### src/rtl/m_led_pattern.sv
// -----------------------------------------------------------------------------
// m_led_pattern
//   Parametrised LED pattern generator. Drives NUM_LED board LEDs from a 5-bit
//   slide-switch bank with 8 animation modes, run/pause, direction control and
//   PWM "breathe" dimming. Animation steps advance on an internal tick that
//   fires once every TICK_DIV clocks while running.
//
// Optional build macro:
//   SW_DEBOUNCE_EN - when defined, each synchronised switch bit is filtered by
//                    a debouncer (DEBOUNCE_CYC stable cycles). Undefined: the
//                    synchronised switches are used directly.
//
// Ports:
//   clk    in   1        system clock (16 MHz), rising edge
//   reset  in   1        synchronous, active-high reset
//   SW     in   5        async switches: [4]=run, [3:1]=mode, [0]=dir
//                        (dir 0 = toward MSB, 1 = toward LSB)
//   LED    out  NUM_LED  registered LED drive, 1 = lit
// -----------------------------------------------------------------------------

`ifdef SW_DEBOUNCE_EN
// -----------------------------------------------------------------------------
// m_led_pattern_debounce
//   Single-bit debouncer. o_filt follows i_raw only after i_raw has differed
//   from o_filt for CYC consecutive clocks; shorter glitches are dropped.
//
// Ports:
//   clk     in   1  system clock
//   reset   in   1  synchronous, active-high reset (filtered value -> 0)
//   i_raw   in   1  synchronised raw input
//   o_filt  out  1  debounced output
// -----------------------------------------------------------------------------
module m_led_pattern_debounce #(
    parameter int CYC = 160000
) (
    input  logic clk,
    input  logic reset,
    input  logic i_raw,
    output logic o_filt
);
    localparam int CW = $clog2(CYC + 1);

    logic [CW-1:0] r_cnt;
    logic          r_filt;

    always_ff @(posedge clk) begin
        if (reset) begin
            r_cnt  <= '0;
            r_filt <= 1'b0;
        end else if (i_raw == r_filt) begin
            r_cnt  <= '0;
        end else if (r_cnt == CW'(CYC - 1)) begin
            // This is the CYC-th consecutive cycle of disagreement.
            r_filt <= i_raw;
            r_cnt  <= '0;
        end else begin
            r_cnt  <= r_cnt + CW'(1);
        end
    end

    assign o_filt = r_filt;
endmodule
`endif

module m_led_pattern #(
    parameter int NUM_LED      = 8,
    parameter int TICK_DIV     = 4000000,
    parameter int PWM_BITS     = 4,
    parameter int DEBOUNCE_CYC = 160000
) (
    input  logic               clk,
    input  logic               reset,
    input  logic [4:0]         SW,
    output logic [NUM_LED-1:0] LED
);
    typedef enum logic [2:0] {
        MODE_OFF      = 3'd0,
        MODE_ALL_ON   = 3'd1,
        MODE_BLINK    = 3'd2,
        MODE_SHIFT    = 3'd3,
        MODE_PINGPONG = 3'd4,
        MODE_COUNTER  = 3'd5,
        MODE_FILL     = 3'd6,
        MODE_BREATHE  = 3'd7
    } mode_e;

    localparam int                   CNT_W    = (TICK_DIV > 1) ? $clog2(TICK_DIV) : 1;
    localparam logic [CNT_W-1:0]     TICK_MAX = CNT_W'(TICK_DIV - 1);
    localparam logic [NUM_LED-1:0]   LSB_ONE  = NUM_LED'(1);
    localparam logic [NUM_LED-1:0]   MSB_ONE  = {1'b1, {(NUM_LED-1){1'b0}}};
    localparam logic [NUM_LED-1:0]   ALL_ONES = '1;
    localparam logic [PWM_BITS-1:0]  DUTY_MAX = '1;

    if (NUM_LED < 2 || DEBOUNCE_CYC < 1) begin : g_param_check
        $error("m_led_pattern: NUM_LED must be >= 2 and DEBOUNCE_CYC >= 1");
    end

    // ---------------------------------------------------------------------
    // Switch input path: 2-flop synchroniser, optional debounce
    // ---------------------------------------------------------------------
    logic [4:0] r_sw_s1;
    logic [4:0] r_sw_s2;
    logic [4:0] w_sw;

    // The synchroniser is cleared too, so a mode selected during reset is
    // detected with the same latency as a normal switch change.
    always_ff @(posedge clk) begin
        if (reset) begin
            r_sw_s1 <= '0;
            r_sw_s2 <= '0;
        end else begin
            r_sw_s1 <= SW;
            r_sw_s2 <= r_sw_s1;
        end
    end

`ifdef SW_DEBOUNCE_EN
    for (genvar gi = 0; gi < 5; gi++) begin : g_db
        m_led_pattern_debounce #(
            .CYC    (DEBOUNCE_CYC)
        ) u_db (
            .clk    (clk),
            .reset  (reset),
            .i_raw  (r_sw_s2[gi]),
            .o_filt (w_sw[gi])
        );
    end
`else
    assign w_sw = r_sw_s2;
`endif

    logic  w_run;
    logic  w_dir;
    mode_e w_mode;

    assign w_run  = w_sw[4];
    assign w_mode = mode_e'(w_sw[3:1]);
    assign w_dir  = w_sw[0];

    // ---------------------------------------------------------------------
    // State
    // ---------------------------------------------------------------------
    mode_e               r_mode;
    logic [NUM_LED-1:0]  r_pat;
    logic [CNT_W-1:0]    r_cnt;
    logic [PWM_BITS-1:0] r_duty;
    logic                r_br_up;
    logic                r_pp_up;
    logic [PWM_BITS-1:0] r_pwm;
    logic [NUM_LED-1:0]  r_led;

    mode_e               w_mode_nxt;
    logic [NUM_LED-1:0]  w_pat_nxt;
    logic [CNT_W-1:0]    w_cnt_nxt;
    logic [PWM_BITS-1:0] w_duty_nxt;
    logic                w_br_up_nxt;
    logic                w_pp_up_nxt;
    logic [NUM_LED-1:0]  w_led_nxt;
    logic                w_mode_chg;
    logic                w_tick;
    logic                w_pwm_on;

    assign w_mode_chg = (w_mode != r_mode);
    assign w_tick     = w_run && (r_cnt == TICK_MAX);
    assign w_pwm_on   = (r_pwm < r_duty);

    always_ff @(posedge clk) begin
        if (reset) begin
            r_mode  <= MODE_OFF;
            r_pat   <= '0;
            r_cnt   <= '0;
            r_duty  <= '0;
            r_br_up <= 1'b1;
            r_pp_up <= 1'b1;
            r_pwm   <= '0;
            r_led   <= '0;
        end else begin
            r_mode  <= w_mode_nxt;
            r_pat   <= w_pat_nxt;
            r_cnt   <= w_cnt_nxt;
            r_duty  <= w_duty_nxt;
            r_br_up <= w_br_up_nxt;
            r_pp_up <= w_pp_up_nxt;
            // PWM counter runs regardless of run so a paused BREATHE keeps
            // glowing at its frozen duty.
            r_pwm   <= r_pwm + PWM_BITS'(1);
            r_led   <= w_led_nxt;
        end
    end

    // ---------------------------------------------------------------------
    // Next-state: mode re-init, divider and per-tick pattern update
    // ---------------------------------------------------------------------
    always_comb begin
        w_mode_nxt  = r_mode;
        w_pat_nxt   = r_pat;
        w_cnt_nxt   = r_cnt;
        w_duty_nxt  = r_duty;
        w_br_up_nxt = r_br_up;
        w_pp_up_nxt = r_pp_up;

        if (w_mode_chg) begin
            // Re-init takes priority over a coincident tick, which is lost.
            w_mode_nxt  = w_mode;
            w_cnt_nxt   = '0;
            w_duty_nxt  = '0;
            w_br_up_nxt = 1'b1;
            w_pp_up_nxt = 1'b1;
            case (w_mode)
                MODE_ALL_ON,
                MODE_BLINK:    w_pat_nxt = ALL_ONES;
                MODE_SHIFT:    w_pat_nxt = w_dir ? MSB_ONE : LSB_ONE;
                MODE_PINGPONG: w_pat_nxt = LSB_ONE;
                default:       w_pat_nxt = '0;
            endcase
        end else if (w_run) begin
            w_cnt_nxt = w_tick ? '0 : r_cnt + CNT_W'(1);
            if (w_tick) begin
                case (r_mode)
                    MODE_BLINK: w_pat_nxt = ~r_pat;
                    MODE_SHIFT: begin
                        if (w_dir)
                            w_pat_nxt = {r_pat[0], r_pat[NUM_LED-1:1]};
                        else
                            w_pat_nxt = {r_pat[NUM_LED-2:0], r_pat[NUM_LED-1]};
                    end
                    MODE_PINGPONG: begin
                        // Turn around on the tick that leaves an end, so each
                        // end is shown for exactly one tick.
                        if (r_pp_up && r_pat[NUM_LED-1]) begin
                            w_pp_up_nxt = 1'b0;
                            w_pat_nxt   = r_pat >> 1;
                        end else if (!r_pp_up && r_pat[0]) begin
                            w_pp_up_nxt = 1'b1;
                            w_pat_nxt   = r_pat << 1;
                        end else if (r_pp_up) begin
                            w_pat_nxt   = r_pat << 1;
                        end else begin
                            w_pat_nxt   = r_pat >> 1;
                        end
                    end
                    MODE_COUNTER: w_pat_nxt = r_pat + NUM_LED'(1);
                    MODE_FILL: begin
                        if (r_pat == ALL_ONES)
                            w_pat_nxt = '0;
                        else
                            w_pat_nxt = {r_pat[NUM_LED-2:0], 1'b1};
                    end
                    MODE_BREATHE: begin
                        if (r_br_up && r_duty == DUTY_MAX) begin
                            w_br_up_nxt = 1'b0;
                            w_duty_nxt  = r_duty - PWM_BITS'(1);
                        end else if (!r_br_up && r_duty == '0) begin
                            w_br_up_nxt = 1'b1;
                            w_duty_nxt  = r_duty + PWM_BITS'(1);
                        end else if (r_br_up) begin
                            w_duty_nxt  = r_duty + PWM_BITS'(1);
                        end else begin
                            w_duty_nxt  = r_duty - PWM_BITS'(1);
                        end
                    end
                    default: w_pat_nxt = r_pat;
                endcase
            end
        end
    end

    // ---------------------------------------------------------------------
    // Output register source
    // ---------------------------------------------------------------------
    always_comb begin
        w_led_nxt = r_pat;
        if (r_mode == MODE_BREATHE)
            w_led_nxt = {NUM_LED{w_pwm_on}};
    end

    assign LED = r_led;
endmodule

### config.mk
export PLATFORM = sky130hd
export DESIGN_NAME = m_led_pattern
export DESIGN_NICKNAME = d
export VERILOG_FILES = /design/src/rtl/m_led_pattern.sv
export SDC_FILE = /design/constraint.sdc
export NUM_CORES = 1
export LEC_CHECK = 0
export BUFFER_PORTS_ARGS = -buffer_cell sky130_fd_sc_hd__buf_2
export CAP_MARGIN = 40
export CORE_MARGIN = 4
export CORE_UTILIZATION = 55
export CTS_BUF_LIST = sky130_fd_sc_hd__clkbuf_16
export DETAILED_ROUTE_END_ITERATION = 6
export GPL_ROUTABILITY_DRIVEN = 0
export MAX_ROUTING_LAYER = met4
export PLACE_DENSITY = 0.84
export SLEW_MARGIN = 20
export SYNTH_ARGS = -nofsm -noshare
export SYNTH_HDL_FRONTEND = slang
export SYNTH_HIERARCHICAL = 1
export SYNTH_SLANG_ARGS = --single-unit
### constraint.sdc
create_clock -name clk -period 2.06 [get_ports clk]
set_input_delay 0.103 -clock clk [delete_from_list [all_inputs] [get_ports clk]]
set_output_delay 0.103 -clock clk [all_outputs]
set_load 0.005 [all_outputs]
# Word-level counts from Yosys, hierarchy flattened
# Index checks and enable logic that the tools add are counted.
[op_classes]
add_sub_neg = 5
multipliers = 0
div = 0
magnitude_cmp = 1
n_eq_ne = 14
shifts = 0
mux = 20
bitwise_logic = 1
reduce_logical = 19
[ops]
columns = ["cell", "n"]
rows = [
  ["two-way mux 8 bit", 10],
  ["case mux 8 bit (5 select lines)", 1],
  ["case mux 8 bit (3 select lines)", 1],
  ["adder 22 x 1 -> 22 bit, second input constant", 1],
  ["equality test 22 bit, second input constant", 1],
  ["two-way mux 22 bit", 1],
  ["equality test 3 bit, second input constant", 5],
  ["equality test 3 x 2 -> 1 bit, second input constant", 4],
  ["two-way mux 4 bit", 3],
  ["adder 4 x 1 -> 4 bit, second input constant", 2],
  ["adder 8 x 1 -> 8 bit, second input constant", 1],
  ["equality test 8 bit, second input constant", 1],
  ["inverter 8 bit", 1],
  ["AND reduction 4 bit", 2],
  ["nonzero test 2 bit", 4],
  ["AND reduction 3 bit", 2],
  ["nonzero test 6 bit", 1],
  ["logical AND 1 bit", 5],
  ["equality test 4 bit, second input constant", 1],
  ["logical NOT 4 bit", 1],
  ["< comparator 4 bit", 1],
  ["two-way mux 1 bit", 4],
  ["OR reduction 2 bit", 2],
  ["subtractor 4 x 1 -> 4 bit, second input constant", 1],
  ["3 further kinds", 4],
]
[word_totals]
reg_bits = 61
latchBits = 0
ramBits = 0
romBits = 0
input_bits = 7
mem_count = 0

# Logic depth before layout (Yosys ltp)
[depth]
ltp_word = 8
ltp_mapped = 8
mapped_depth_nobuf = 7

# Worst setup path after synthesis
# Ideal clock, no wire load.
[synth_timing]
kind = "flip-flop to flip-flop"
from = "register r_duty[0]"
to = "register r_duty[3]"
setup_time_ns = 0.115
t_arrival_ns = 1.840
required_ns = 1.945
path_slack_ns = 0.105
path_stages_with_launch = 8
path_cell_list = "dfxtp_1 inv_1 ha_1 nor2b_1 or4b_1 a2111oi_2 xnor2_1 nor2_1"
[synth_between]
elab_chain_cells = 4
word_cells_on_any_way = 9
cone_classes = "2 x add/sub; 1 x eq/ne; 3 x mux; 3 x reduce/logical"
[synth_lines]
columns = ["item", "line", "text"]
rows = [
  ["start: declaration", "146", "logic [PWM_BITS-1:0] r_duty;"],
  ["start signal: assignment", "181", "r_duty <= w_duty_nxt;"],
  ["subtractor 4 x 1 -> 4 bit, or another cell as far along", "252, 259", ""],
  ["two-way mux 4 bit / logical AND 1 bit (equally long branches)", "256, 253", ""],
  ["two-way mux 4 bit", "253", "end else if (!r_br_up && r_duty == '0) begin"],
  ["two-way mux 4 bit *", "250", "if (r_br_up && r_duty == DUTY_MAX) begin"],
]
# Every way passes the cells marked *; elsewhere a longest branch is shown, timed or not.
# A chain may end at the register's enable or synchronous reset.

# Worst setup path after layout
[layout_timing]
from = "register r_pat[0]"
to = "register r_pat[7]"
[layout_between]
elab_chain_cells = 7
word_cells_on_any_way = 11
cone_classes = "1 x add/sub; 1 x eq/ne; 8 x mux; 1 x reduce/logical"
[layout_lines]
columns = ["item", "line", "text"]
rows = [
  ["start: declaration", "144", "logic [NUM_LED-1:0] r_pat;"],
  ["start signal: assignment", "179", "r_pat <= w_pat_nxt;"],
  ["parallel branches: the longest is 3 deep, another holds adder 8 x 1 -> 8 bit", "n/a", ""],
  ["case mux 8 bit (5 select lines) *", "219", "case (r_mode)"],
  ["two-way mux 8 bit *", "218", "if (w_tick) begin"],
  ["two-way mux 8 bit *", "216", "end else if (w_run) begin"],
  ["two-way mux 8 bit *", "202", "if (w_mode_chg) begin"],
]
# Mark *: on every way between the ends. The select of a mux whose other input is x is not followed.

==> impl_metrics.json <==
{
  "status": "finished clean",
  "relSlewSlack_pct": 63.95,
  "die_x_um": 85.45,
  "worst-path-buf-inv": 0,
  "hold_path.class": "in -> reg",
  "min_to": "r_br_up$_SDFFE_PP1P_",
  "peakVddDrop_mv": 0.7188,
  "drtAntennaViolNets": 0,
  "drt-total-wl_um": 7673,
  "finalSetupTns_ns": 0,
  "crit_chain": "ha_1 > and4_1 > a41oi_2 > or3_4 > a221oi_2 > o22ai_2",
  "hold_depth": 3,
  "postCtsSetupRepairBufs": 0,
  "remaining_drc_errors": 0,
  "setup_viol": 0,
  "startpoint_type": "flop",
  "ys_seq_area_share_pct": 37.01,
  "grt_max_degree": 30,
  "skew_ns": 0.006524,
  "io_pins": 15,
  "post-dp-hpwl_um": 5196,
  "first_iter_violations": 316,
  "leakage_nw": 1.491,
  "vias": 3045,
  "die_area_sq_um": 7302,
  "core_area_sq_um": 5675,
  "netlist_instances": 387,
  "cts-htree-levels": 3,
  "crit_fanout": 5,
  "synth.top_cell.area_share_pct": 37.01,
  "worstHoldStart": "reset",
  "cts_tree": "done",
  "async_reset_ff_share_pct": 0,
  "critical_path_class": "reg -> reg",
  "portBuffers": 14,
  "synth_seq_cells": 61,
  "required_ns": 2.27,
  "fill_cells": 424,
  "synth-edff-count": 0,
  "cts_buffers": 9,
  "synth_top_cell_by_area": "dfxtp_1",
  "synth_ff_type": "dfxtp_1",
  "overflow": 0,
  "crit_path_end_kind": "flop",
  "antenna_found_initial": 0,
  "arrival_ns": 2.17,
  "critical_path.top_delay_family": "simple AND/OR/NAND/NOR gates",
  "grtUsageTotal_pct": 22.97,
  "drive_above_1_share_pct": 18.16,
  "fmax_mhz": 509.9,
  "rsz0062_at_grt": "false",
  "finalHoldViolCount": 0,
  "grt_pass1_wl_um": 13140,
  "powerDensity_nw_per_um2": 803.3,
  "diodes": 0,
  "worstMarginPinSlew_ns": 0.5335,
  "synth.distinct_cells": 69,
  "start_util_pct": 58.13,
  "synth.cell_area_sq_um": 3299,
  "vias_per_cell": 6.139,
  "dr.pass1.iters": 5,
  "slowest_delay_ns": 0.47,
  "drv_slew": 0,
  "crit_slowest_cell": "or3_4",
  "cts-root-buf": "clkbuf_16",
  "multi_input_area_sq_um": 1961,
  "wl_per_cell_um": 15.47,
  "clock_latency_ns": 0.33,
  "syn_nets": 403,
  "die_h_um": 85.45,
  "cts.sinks": 61,
  "avgSynthCellArea_sq_um": 8.526,
  "first_global_vias": 2942,
  "drv_cap": 0,
  "cp.depth": 6,
  "fp-row-count": 27,
  "ff_latch_area_sq_um": 1221,
  "fin_crit_sh_pct": 95.20,
  "cts.path.max_buffers": 2,
  "synth.area.top_cells": "dfxtp_1 37%, xor2_1 5.6%, nor2_1 5.0%",
  "holdWs_ns": 0.1029,
  "ff2ff_setup_slack_ns": 0.1,
  "r2r_start": "r_pat[0]$_SDFFE_PP0P_",
  "final_area_sq_um": 3939,
  "ys_warn_count": 6,
  "fin_crit_ns": 1.961,
  "rr_endpoint": "r_pat[7]$_SDFFE_PP0P_",
  "area_growth_pct": 19.38,
  "placed_area_sq_um": 3547,
  "nets": 435,
  "utilization_pct": 69.40,
  "clk_pin_slew_ns": 0.05,
  "worstRegToRegCells": 6
}
## metal layers
| metal | global-route usage (%) | up-vias | share of wire (%) |
|---|---|---|---|
| met5 | - | - | 0 |
| met2 | 36.23 | 154 | 47 |
| li1 | - | 1441 | - |
| met1 | 26.34 | 1415 | 41 |
| met3 | 8.155 | 35 | 8.7 |
| met4 | 9.784 | 0 | 2.8 |
## state kept, by name (all words and copies together) (netlist names)
name	cells
r_duty	4
r_cnt	22
r_pwm	4
r_mode	3
r_sw_s2	5
LED	8
r_pp_up	1
r_sw_s1	5
r_br_up	1
r_pat	8
## synth_stat cells, drive strengths merged, types with 3 or more instances
master and instances:
a2111oi 3, a211o 5, a211oi 3, a21boi 4, a21o 3, a21oi 22
a221oi 4, a31oi 4, and3 8, buf 13, clkbuf 13, dfxtp 61
ha 9, inv 8, nand2 29, nand2b 4, nand3 17, nand4 11
nor2 44, nor2b 18, nor3 7, nor4 6, o21a 3, o21ai 15
o22ai 4, o31ai 5, or2 3, xnor2 11, xor2 22
## per-stage QoR
step / power, mW / cells / worst slack (ns)
after global routing: 3.278 / 496 / 0.006536
final: 3.164 / 496 / 0.09891
after detailed placement: 1.617 / 475 / 0.09454
after global placement: 1.608 / 475 / 0.1858
after CTS: 3.169 / 496 / 0.07659
after floorplan: 1.505 / 387 / 0.1053
## worst max path at each step
stage,start,to,slack (ns)
floorplan,r_duty[0]$_SDFFE_PP0P_,r_duty[3]$_SDFFE_PP0P_,0.11
global placement,r_duty[0]$_SDFFE_PP0P_,r_duty[3]$_SDFFE_PP0P_,0.19
detailed placement,r_duty[1]$_SDFFE_PP0P_,r_duty[3]$_SDFFE_PP0P_,0.09
CTS,r_mode[1]$_SDFFE_PP0P_,r_pat[3]$_SDFFE_PP0P_,0.08
global route,r_pat[0]$_SDFFE_PP0P_,r_pat[4]$_SDFFE_PP0P_,0.007
finish,r_pat[0]$_SDFFE_PP0P_,r_pat[7]$_SDFFE_PP0P_,0.1
## cells by family after synthesis
kind of cell	after synthesis	share of synthesized area [%]
buf+inv	34	4.627
simple gates	163	27.15
compound gates	86	18.51
flops	61	37.01
fa+ha+maj	9	3.413
xor+xnor	33	8.988
mux	1	0.3034
## layout by cell type, fill, tap and decap left out, drive strengths merged, types with 2 or more instances in the layout
master and instances:
o211ai 2, and3 8, dlygate4sd3 5, a31oi 4, xnor2 11, nor4 6
nand2b 4, ha 9, nand4 11, nand2 29, bufinv 2, o31ai 5
a21o 3, a21oi 22, and3b 2, clkbuf 9, nor2 44, a211o 5
buf 42, clkinv 4, and4bb 2, inv 9, nand3 17, xor2 22
nor3 7, or3 2, nor2b 18, o21ai 15, nand3b 2, a211oi 3
a2111oi 3, o21a 3, and4 2, a221oi 4, or2 3, a21boi 4
dfxtp 61, o22ai 4
## layout make-up
class,instances,share of cell area (%)
multi-input cells,292,49.78
clock inverters,7,2.065
clock buffers,9,5.718
repair buffers,47,8.386
well taps,72,2.287
inverters,8,0.7624
flip-flops and latches,61,31.00
## tightest hold or removal path, stage by stage
cell	delay (ns)
buf_2	0.15
nor4_4	0.09
nand3_1	0.05
## repair_timing
action,in CTS,in global routing
hold buffers,5,0
endpoints found under the setup margin,0,5
resized for setup,0,5
endpoints found under the hold margin,5,0
## power by group
group	leakage (nW)	internal, mW	switching, mW	total (mW)
Clock	0.155	1.04	0.506	1.55
Sequential	0.497	1.23	0.0388	1.27
Combinational	0.838	0.148	0.204	0.351
Total	1.49	2.42	0.749	3.16
Note: power is estimated with default switching activity, not from simulation.
